### config.mk
export PLATFORM = sky130hd
export DESIGN_NAME = fir_out_requant
export DESIGN_NICKNAME = d
export VERILOG_FILES = /design/src/rtl/fir_pkg.sv /design/src/rtl/fir_out_fifo.sv /design/src/rtl/fir_out_requant.sv
export SDC_FILE = /design/constraint.sdc
export NUM_CORES = 1
export LEC_CHECK = 0
export ABC_AREA = 1
export BUFFER_PORTS_ARGS = -buffer_cell sky130_fd_sc_hd__buf_2
export CAP_MARGIN = 5
export CORE_MARGIN = 4
export CORE_UTILIZATION = 30
export CTS_BUF_LIST = sky130_fd_sc_hd__clkbuf_8
export DETAILED_ROUTE_END_ITERATION = 7
export GPL_TIMING_DRIVEN = 0
export REMOVE_ABC_BUFFERS = 1
export SKIP_LAST_GASP = 1
export SYNTH_ARGS = -nofsm -noshare
export SYNTH_HDL_FRONTEND = slang
export SYNTH_SLANG_ARGS = --single-unit
### constraint.sdc
create_clock -name clk -period 11.7 [get_ports clk]
set_input_delay 1.755 -clock clk [delete_from_list [all_inputs] [get_ports clk]]
set_output_delay 1.755 -clock clk [all_outputs]
set_load 0.03 [all_outputs]
### src/rtl/fir_pkg.sv
// Shared FIR constants: default sample widths, the Q15 shift and the
// 16-bit saturation limits used by the filter blocks.
package fir_pkg;
  localparam int FIR_IN_BIT_NUM   = 32;
  localparam int FIR_DATA_BIT_NUM = 16;
  localparam int FIR_SHIFT        = 15;

  localparam logic signed [FIR_DATA_BIT_NUM-1:0] FIR_SAT_MAX = 16'sh7FFF;
  localparam logic signed [FIR_DATA_BIT_NUM-1:0] FIR_SAT_MIN = 16'sh8000;
endpackage

### src/rtl/fir_out_fifo.sv
// Output FIFO for requantized samples. Storage array plus a registered
// head slot. A write lands in the array and reaches the head one edge later.
// The head slot and the array entries together form 'count'. 'empty' means
// nothing is readable at the head. The caller guarantees count never
// exceeds DEPTH.
module fir_out_fifo
  import fir_pkg::*;
#(
  parameter int DEPTH = 4,
  parameter int W     = FIR_DATA_BIT_NUM,
  localparam int AW   = $clog2(DEPTH),
  localparam int CW   = AW + 1
) (
  input  logic          clk,
  input  logic          rst,
  input  logic          wr_en,
  input  logic [W-1:0]  wr_data,
  input  logic          rd_en,
  output logic [W-1:0]  rd_data,
  output logic          empty,
  output logic          full,
  output logic [CW-1:0] count
);

  logic [W-1:0]  mem_q [DEPTH];
  logic [W-1:0]  mem_d [DEPTH];
  logic [AW-1:0] wr_ptr_q, wr_ptr_d, rd_ptr_q, rd_ptr_d;
  logic [CW-1:0] mem_cnt_q, mem_cnt_d;
  logic [W-1:0]  dout_q, dout_d;
  logic          dout_vld_q, dout_vld_d;
  logic          pop, load;

  // Next state: array write, head refill when free or being popped.
  // Pointers are power-of-two wide, so they wrap modulo DEPTH.
  always_comb begin
    pop        = dout_vld_q & rd_en;
    load       = (mem_cnt_q != '0) & (~dout_vld_q | pop);
    mem_d      = mem_q;
    wr_ptr_d   = wr_ptr_q;
    rd_ptr_d   = rd_ptr_q;
    dout_d     = dout_q;
    if (wr_en) begin
      mem_d[wr_ptr_q] = wr_data;
      wr_ptr_d        = wr_ptr_q + AW'(1);
    end
    if (load) begin
      dout_d   = mem_q[rd_ptr_q];
      rd_ptr_d = rd_ptr_q + AW'(1);
    end
    mem_cnt_d  = mem_cnt_q + CW'(wr_en) - CW'(load);
    dout_vld_d = load | (dout_vld_q & ~pop);
  end

  // State registers; reset empties the FIFO and clears the head.
  always_ff @(posedge clk or posedge rst) begin
    if (rst) begin
      for (int i = 0; i < DEPTH; i++) mem_q[i] <= '0;
      wr_ptr_q   <= '0;
      rd_ptr_q   <= '0;
      mem_cnt_q  <= '0;
      dout_q     <= '0;
      dout_vld_q <= 1'b0;
    end else begin
      mem_q      <= mem_d;
      wr_ptr_q   <= wr_ptr_d;
      rd_ptr_q   <= rd_ptr_d;
      mem_cnt_q  <= mem_cnt_d;
      dout_q     <= dout_d;
      dout_vld_q <= dout_vld_d;
    end
  end

  assign rd_data = dout_q;
  assign empty   = ~dout_vld_q;
  assign count   = mem_cnt_q + CW'(dout_vld_q);
  assign full    = (count == CW'(DEPTH));

endmodule

### src/rtl/fir_out_requant.sv
// FIR output requantizer: sign-extend, optionally round, arithmetic shift,
// and saturate to DATA_BIT_NUM. The result is held in stage S1 and then
// buffered in fir_out_fifo. Ready/valid on both sides.
// Macro FIR_OUT_ROUND_EN: round half up before the shift (default: truncate).
module fir_out_requant
  import fir_pkg::*;
#(
  parameter int IN_BIT_NUM   = FIR_IN_BIT_NUM,
  parameter int DATA_BIT_NUM = FIR_DATA_BIT_NUM,
  parameter int SHIFT        = FIR_SHIFT,
  parameter int FIFO_DEPTH   = 4
) (
  input  logic                    clk,
  input  logic                    rst,
  input  logic                    in_valid,
  input  logic [IN_BIT_NUM-1:0]   in_data,
  output logic                    in_ready,
  output logic                    out_valid,
  output logic [DATA_BIT_NUM-1:0] out_data,
  input  logic                    out_ready,
  output logic [15:0]             sat_cnt,
  output logic [15:0]             drop_cnt
);

  localparam int CW = $clog2(FIFO_DEPTH) + 1;
  localparam int PW = IN_BIT_NUM - DATA_BIT_NUM + 2;
  localparam logic signed [IN_BIT_NUM:0] LIM_HI = {{PW{1'b0}}, {(DATA_BIT_NUM-1){1'b1}}};
  localparam logic signed [IN_BIT_NUM:0] LIM_LO = {{PW{1'b1}}, {(DATA_BIT_NUM-1){1'b0}}};
`ifdef FIR_OUT_ROUND_EN
  localparam logic signed [IN_BIT_NUM:0] RND = (IN_BIT_NUM+1)'(1) << (SHIFT-1);
`endif

  logic signed [IN_BIT_NUM:0] ext, sh;
  logic                       sat_hi, sat_lo, acc, pop, at_cap;
  logic [DATA_BIT_NUM-1:0]    q_val;
  logic                       s1_vld_q, s1_vld_d;
  logic [DATA_BIT_NUM-1:0]    s1_data_q, s1_data_d;
  logic [15:0]                sat_cnt_q, sat_cnt_d, drop_cnt_q, drop_cnt_d;
  logic                       rdy_en_q, rdy_en_d;
  logic                       fifo_empty, fifo_full;
  logic [CW-1:0]              fifo_cnt;

  // Requantize in IN_BIT_NUM+1 bits so the rounding add cannot overflow.
  always_comb begin
    ext = {in_data[IN_BIT_NUM-1], in_data};
`ifdef FIR_OUT_ROUND_EN
    ext = ext + RND;
`endif
    sh     = ext >>> SHIFT;
    sat_hi = sh > LIM_HI;
    sat_lo = sh < LIM_LO;
    if (sat_hi)      q_val = {1'b0, {(DATA_BIT_NUM-1){1'b1}}};
    else if (sat_lo) q_val = {1'b1, {(DATA_BIT_NUM-1){1'b0}}};
    else             q_val = sh[DATA_BIT_NUM-1:0];
  end

  // Handshake and counters. Occupancy (FIFO + S1) is capped at FIFO_DEPTH,
  // with a same-cycle pop freeing a slot. rdy_en_q holds ready low until the
  // first edge after reset release.
  always_comb begin
    pop        = out_valid & out_ready;
    at_cap     = fifo_full | (s1_vld_q & (fifo_cnt == CW'(FIFO_DEPTH-1)));
    in_ready   = rdy_en_q & (~at_cap | pop);
    acc        = in_valid & in_ready;
    s1_vld_d   = acc;
    s1_data_d  = acc ? q_val : s1_data_q;
    rdy_en_d   = 1'b1;
    sat_cnt_d  = sat_cnt_q;
    drop_cnt_d = drop_cnt_q;
    if (acc && (sat_hi || sat_lo) && sat_cnt_q != 16'hFFFF) sat_cnt_d = sat_cnt_q + 16'd1;
    if (in_valid && !in_ready && drop_cnt_q != 16'hFFFF)    drop_cnt_d = drop_cnt_q + 16'd1;
  end

  // S1 stage, counters and ready enable.
  always_ff @(posedge clk or posedge rst) begin
    if (rst) begin
      s1_vld_q   <= 1'b0;
      s1_data_q  <= '0;
      sat_cnt_q  <= '0;
      drop_cnt_q <= '0;
      rdy_en_q   <= 1'b0;
    end else begin
      s1_vld_q   <= s1_vld_d;
      s1_data_q  <= s1_data_d;
      sat_cnt_q  <= sat_cnt_d;
      drop_cnt_q <= drop_cnt_d;
      rdy_en_q   <= rdy_en_d;
    end
  end

  fir_out_fifo #(.DEPTH(FIFO_DEPTH), .W(DATA_BIT_NUM)) u_fifo (
    .clk     (clk),
    .rst     (rst),
    .wr_en   (s1_vld_q),
    .wr_data (s1_data_q),
    .rd_en   (out_ready),
    .rd_data (out_data),
    .empty   (fifo_empty),
    .full    (fifo_full),
    .count   (fifo_cnt)
  );

  assign out_valid = ~fifo_empty;
  assign sat_cnt   = sat_cnt_q;
  assign drop_cnt  = drop_cnt_q;

endmodule

==> metrics.cfg, run 1 <==
[run_status]
status=finished clean

[worst_setup_path]
crit_path_frequent_cell=buf_2
critical_path_class=in -> out
rr_startpoint=u_fifo.mem_cnt_q[1]
r2r-end=u_fifo.mem_cnt_q[2]
r2r_cells=10
cp_num_buf_inv=3
critPathLaunchType=input pin
end_kind=output port
crit_family=simple AND/OR/NAND/NOR gates
required_ps=9950
cp_num_cells=6
crit_arrival_ps=2610
r2r_slack_ps=8430
cp_max_fo=17
cp_slowest_cell=nand2_2
slowest_delay_ps=310
crit_path_cell_trace=buf_2 > nand2_1 > nand3_2 > nand2_2 > inv_1 > buf_2

[synthesis]
synth_top_area_share=0.512
synth_compound_area_frac=0.120
ys_async_sr_fraction=1.00
syn_area_per_cell_um2=8.13
synth_seq_cells=138
synth_xor_xnor_area_share=0.0312
yosys_warnings=0
synth_area_leaders=dfrtp_1 51%, nand2_1 13%, o21ai_0 7.4%
synth_top_family_by_area=simple AND/OR/NAND/NOR gates
yosysMostFrequentCell=nand2_1
netlist_area_um2=6740
ys.flop_type=dfrtp_1
synth.mux.area_fraction=0
synth_cells=829
synthAdderAreaFrac=0.0215
synth_common_cells=237 x nand2_1, 138 x dfrtp_1, 110 x nor2_1
synthSimpleGateAreaFrac=0.248
synth_top_area_cell=dfrtp_1
synth_enable_flop_cells=0
ys_seq_area_frac=0.512
ys_types=34

[power_and_ir_drop]
power_density_nw_per_um2=232
total_leakage_power_uw=0.00384
ir_drop_v=0.0000787

[global_route]
grt_pass1_vias=5112
overflow=0
antenna_found_initial=0
track_usage=0.133
grt_max_degree=95
grt_pass1_wl_um=26500

[clock_tree]
cts_resized=0
insertion_delay_ps=440
cts_setup_buffers=0
ctsHoldBuffers=0
clkTransAtPathRegs_ps=80
numCtsBuffers=17
clkSinkCount=138
clockBufferDepth=2
cts_tree=yes
ctsRootBufferMaster=clkbuf_8
h-tree-depth=4

[detailed_routing]
drt_pass1_iterations=5
num_vias=5409
drcViolationCount=0
dr.first_iter.drc_count=354
routed_via_density=4.61
wirelength_um=15900
wl_per_cell_um=13.5
antenna_left=0

[timing]
slew_headroom=0.272
fin_tns_setup_ps=0
worst_slew_pin_slew_ps=1090
finalMaxSlewViolations=0
worst_slack_ps=7340
rsz0062_at_grt=false
hold_viol=0
fin_crit_ps=4360
period_share=0.373
finalClockSkew_ps=12.9
fmax_mhz=229
setup_viol=0

[placement]
port_buffers=70
hpwl_um=9810
detailedPlace.worstSlack_ps=7080
gp_congestion=0.809

[worst_hold_path]
hold_end=u_fifo.mem_q[47]
holdCritPathClass=reg -> reg
hold_start=u_fifo.mem_q[47]
holdPathStages=2

[die]
core_area_um2=22000
dieArea_um2=24900
rows=54
die_w_um=158
die_h_um=158
boundaryPins=86
initial_core_util=0.307

[flow_run]
max-cap-violations=0

[layout]
finalNetCount=928
diodes=0
layout-drive-gt1-share=0.136
area_growth_pct=13.8
nFillCells=2329

==> worst max path at each step <==
stage	start	end	slack [ps]
finish	out_ready	in_ready	7340
global route	out_ready	in_ready	7220
CTS	out_ready	in_ready	7310
detailed placement	out_ready	u_fifo.mem_cnt_q[2]	7080
global placement	rst	u_fifo.rd_data[0]	4350
floorplan	rst	drop_cnt[0]	6250
==> per-stage QoR <==
| stage | total power, uW | instances | instance area, um^2 | hold WS [ps] | utilization |
|---|---|---|---|---|---|
| 6_report | 1780 | 1174 | 7670 | 485 | 0.349 |
| 5_1_grt | 1940 | 1174 | 7670 | 504 | 0.349 |
| 4_1_cts | 1800 | 1173 | 7660 | 489 | 0.349 |
| 3_5_place_dp | 1390 | 1141 | 7250 | 468 | 0.330 |
| 3_3_place_gp | 1370 | 1140 | 7220 | 460 | 0.329 |
| 2_1_floorplan | 1200 | 790 | 6520 | 448 | - |
==> cell type report <==
| class | count | area, um^2 | area share |
|---|---|---|---|
| repair buffers | 72 | 393 | 0.0512 |
| clock inverters | 15 | 169 | 0.0220 |
| inverters | 60 | 233 | 0.0303 |
| well taps | 280 | 350 | 0.0457 |
| flip-flops and latches | 138 | 3450 | 0.450 |
| multi-input cells | 592 | 2840 | 0.370 |
| clock buffers | 17 | 234 | 0.0305 |
==> state kept, by name, summed over array words and instances, names as in the netlist <==
register           flops
drop_cnt              16
rdy_en_q               1
s1_data_q             16
s1_vld_q               1
sat_cnt               16
u_fifo.dout_vld_q      1
u_fifo.mem_cnt_q       3
u_fifo.mem_q          64
u_fifo.rd_data        16
u_fifo.rd_ptr_q        2
u_fifo.wr_ptr_q        2
==> layout by cell type (no fill, tap or decap), types with 2 or more instances in the layout <==
cell type and count:
nor2_2 3, inv_1 55, ha_1 10, nor3b_1 2, xnor2_1 8, nand4_1 6
dfrtp_1 138, a31oi_1 16, nand2_1 237, o21ai_1 17, inv_8 5, nor3_1 3
xor2_1 16, nand2_2 3, buf_2 70, clkbuf_8 17, inv_2 2, inv_6 7
o21ai_0 100, nor2_1 110, nand3_1 32, nand3_2 3, nor2_4 4, o21bai_1 16
==> routing by layer <==
metal  share of wire  track usage
met1            0.51        0.188
met2            0.44        0.206
met4           0.012       0.0422
met5               0            0
met3           0.039       0.0276
==> logic make-up after synthesis <==
| group | Yosys count |
|---|---|
| AOI/OAI and AO/OA | 149 |
| other | 1 |
| and+or+nand+nor | 407 |
| DFF | 138 |
| buffers and inverters | 99 |
| xor gates and xnor gates | 24 |
| adders and majority gates | 11 |
==> worst reg2reg max path, delay by kind of cell, from the launching register on <==
family,cells,cell delay (ps)
simple gates,2,190
xor+xnor,2,360
fa+ha+maj,3,1230
flops,1,420
buf+inv,3,990
==> where the power goes <==
part	internal (uW)	switching, uW
Sequential	656	121
Combinational	200	401
Clock	181	218
Power figures use the tool's default switching activity.
==> inputs of run 2 (changes only) <==
--- a/config.mk
+++ b/config.mk
@@ -5,7 +5,7 @@
 export SDC_FILE = /design/constraint.sdc
 export NUM_CORES = 1
 export LEC_CHECK = 0
-export ABC_AREA = 1
+export ABC_AREA = 0
 export BUFFER_PORTS_ARGS = -buffer_cell sky130_fd_sc_hd__buf_2
 export CAP_MARGIN = 5
 export CORE_MARGIN = 4
==> constraint.sdc (replaced) <==
create_clock -name clk -period 3.95 [get_ports clk]
set_input_delay 0.5925 -clock clk [delete_from_list [all_inputs] [get_ports clk]]
set_output_delay 0.5925 -clock clk [all_outputs]
set_load 0.03 [all_outputs]
==> run 2 against run 1 <==
Global-route usage shrank 0.96 points. Worst hold slack got worse by 350 ps. Critical path depth up 1. Register-to-register slack worse by 6900 ps. Via count down 29%. Clock skew is 0.75 ps lower. Final area fell by 5.4%. Synthesized cell count down 45%.
==> metrics.cfg, run 2 <==
[clock_tree]
cts_setup_buffers=0
ctsHoldBuffers=0
ctsRootBufferMaster=clkbuf_8
clkTransAtPathRegs_ps=80
numCtsBuffers=17
h-tree-depth=4
clkSinkCount=138
clockBufferDepth=2
cts_resized=0
insertion_delay_ps=450
cts_tree=yes

[timing]
worst_slew_pin_slew_ps=926
slew_headroom=0.383
fmax_mhz=340
hold_viol=0
fin_crit_ps=2940
setup_viol=0
period_share=0.744
hold_ws_ps=139
finalClockSkew_ps=12.1
finalMaxSlewViolations=0
rsz0062_at_grt=false

[detailed_routing]
wirelength_um=13400
dr.first_iter.drc_count=207
num_vias=3853
drcViolationCount=0
drt_pass1_iterations=5
routed_via_density=4.73
wl_per_cell_um=16.5
antenna_left=0

[power_and_ir_drop]
p_comb_frac=0.352
seqPwrFrac=0.425
clkPwrFrac=0.223
power_density_nw_per_um2=792
total_leakage_power_uw=0.00343
p_sw_frac=0.350
ir_drop_v=0.000250
total_power_uw=5740
p_sw_uw=2010
p_int_uw=3740

[synthesis]
synth_top_area_cell=dfrtp_1
yosysMostFrequentCell=dfrtp_1
ys.flop_type=dfrtp_1
synth_top_area_share=0.566
syn_area_per_cell_um2=13.3
synth_common_cells=138 x dfrtp_1, 83 x mux2_2, 35 x nand2_1
synth_cells=459
netlist_area_um2=6100
ys_types=37
synth_area_leaders=dfrtp_1 57%, mux2_2 15%, mux4_2 5.9%
ys_seq_area_frac=0.566
ys_async_sr_fraction=1.00
synth_seq_cells=138
yosys_warnings=0
synth_enable_flop_cells=0

[layout]
area_growth_pct=19.0
final_common_cell=dfrtp_1
largest_register_ffs=64
nFillCells=1908
finalNetCount=583
diodes=0
layout-drive-gt1-share=0.392
layout_common_cells=138 x dfrtp_1, 83 x mux2_2, 70 x buf_2, 35 x nand2_1, 32 x o21ai_0
regMostFlops=u_fifo.mem_q

[die]
die_h_um=151
die_w_um=151
rows=51
initial_core_util=0.309
dieArea_um2=22700
boundaryPins=86
core_area_um2=19700

[worst_setup_path]
critPathLaunchType=flop
crit_arrival_ps=2350
required_ps=3360
cp_max_fo=9
r2r_cells=7
end_kind=output port
critical_path_class=reg -> out

[global_route]
grt_max_degree=103
grt_pass1_vias=4128
antenna_found_initial=0
overflow=0
track_usage=0.124
grt_pass1_wl_um=21500

[worst_hold_path]
holdCritPathClass=in -> async

[flow_run]
max-cap-violations=0

[run_status]
status=finished clean

[placement]
hpwl_um=8720
gp_congestion=0.777
port_buffers=70

[run 2: power groups by stage]
stage / sequential (uW) / clock (uW) / combinational, uW
detailed placement: 2500 / 0 / 1980
CTS: 2480 / 1320 / 1990
finish: 2440 / 1280 / 2020
global placement: 2440 / 0 / 1890
global route: 2530 / 1380 / 2210
floorplan: 2610 / 0 / 1240
[run 2: routing by layer]
layer / vias to the layer above / track usage / routed length (um)
li1: 1793 / - / -
met4: 0 / 0.0449 / 199
met3: 14 / 0.0388 / 526
met2: 73 / 0.214 / 6890
met5: - / 0 / 0
met1: 1973 / 0.144 / 5790
[run 2: final timing paths]
path,slack [ps],end,startpoint
setup / recovery,1010,in_ready,u_fifo.dout_vld_q
hold / removal,140,sat_cnt[11],rst
setup reg to reg,1540,sat_cnt[1],u_fifo.dout_vld_q
hold reg to reg,490,sat_cnt[11],sat_cnt[11]
max in group asynchronous,2990,u_fifo.rd_data[0],rst
min in group clk,360,u_fifo.dout_vld_q,out_ready
[run 2: cell families (layout without fill, tap and decap cells)]
logic type,count (synthesis),in the layout,synth area share
flops,138,138,0.566
simple gates,105,105,0.0913
mux,99,99,0.212
compound gates,39,39,0.0347
xor+xnor,36,36,0.0517
buf+inv,30,120,0.0195
fa+ha+maj,11,11,0.0238
other cells,1,1,0.000615
[run 2: metrics by stage]
step | area, um^2 | TNS [ps] | instances | util | setup slack (ps)
floorplan | 6030 | -46740 | 442 | - | -339
global placement | 6710 | -237370 | 777 | 0.340 | -1730
detailed placement | 6760 | 0 | 779 | 0.343 | 874
CTS | 7200 | 0 | 811 | 0.365 | 974
global route | 7260 | 0 | 814 | 0.368 | 835
finish | 7260 | 0 | 814 | 0.368 | 1010
[run 2: critical path: stages, from the launching register on]
cell and delay [ps]:
dfrtp_1 440, ha_1 230, ha_1 300, and3_1 200, nand3_1 90, nand3_1 320
inv_1 120, buf_2 200
[run 2: area by class of cell]
type                    count  area (um^2)  area share
flip-flops and latches    138         3450       0.476
multi-input cells         291         2530       0.349
repair buffers             75          447      0.0616
well taps                 265          332      0.0457
clock buffers              17          234      0.0322
clock inverters            15          206      0.0285
inverters                  13         53.8     0.00742
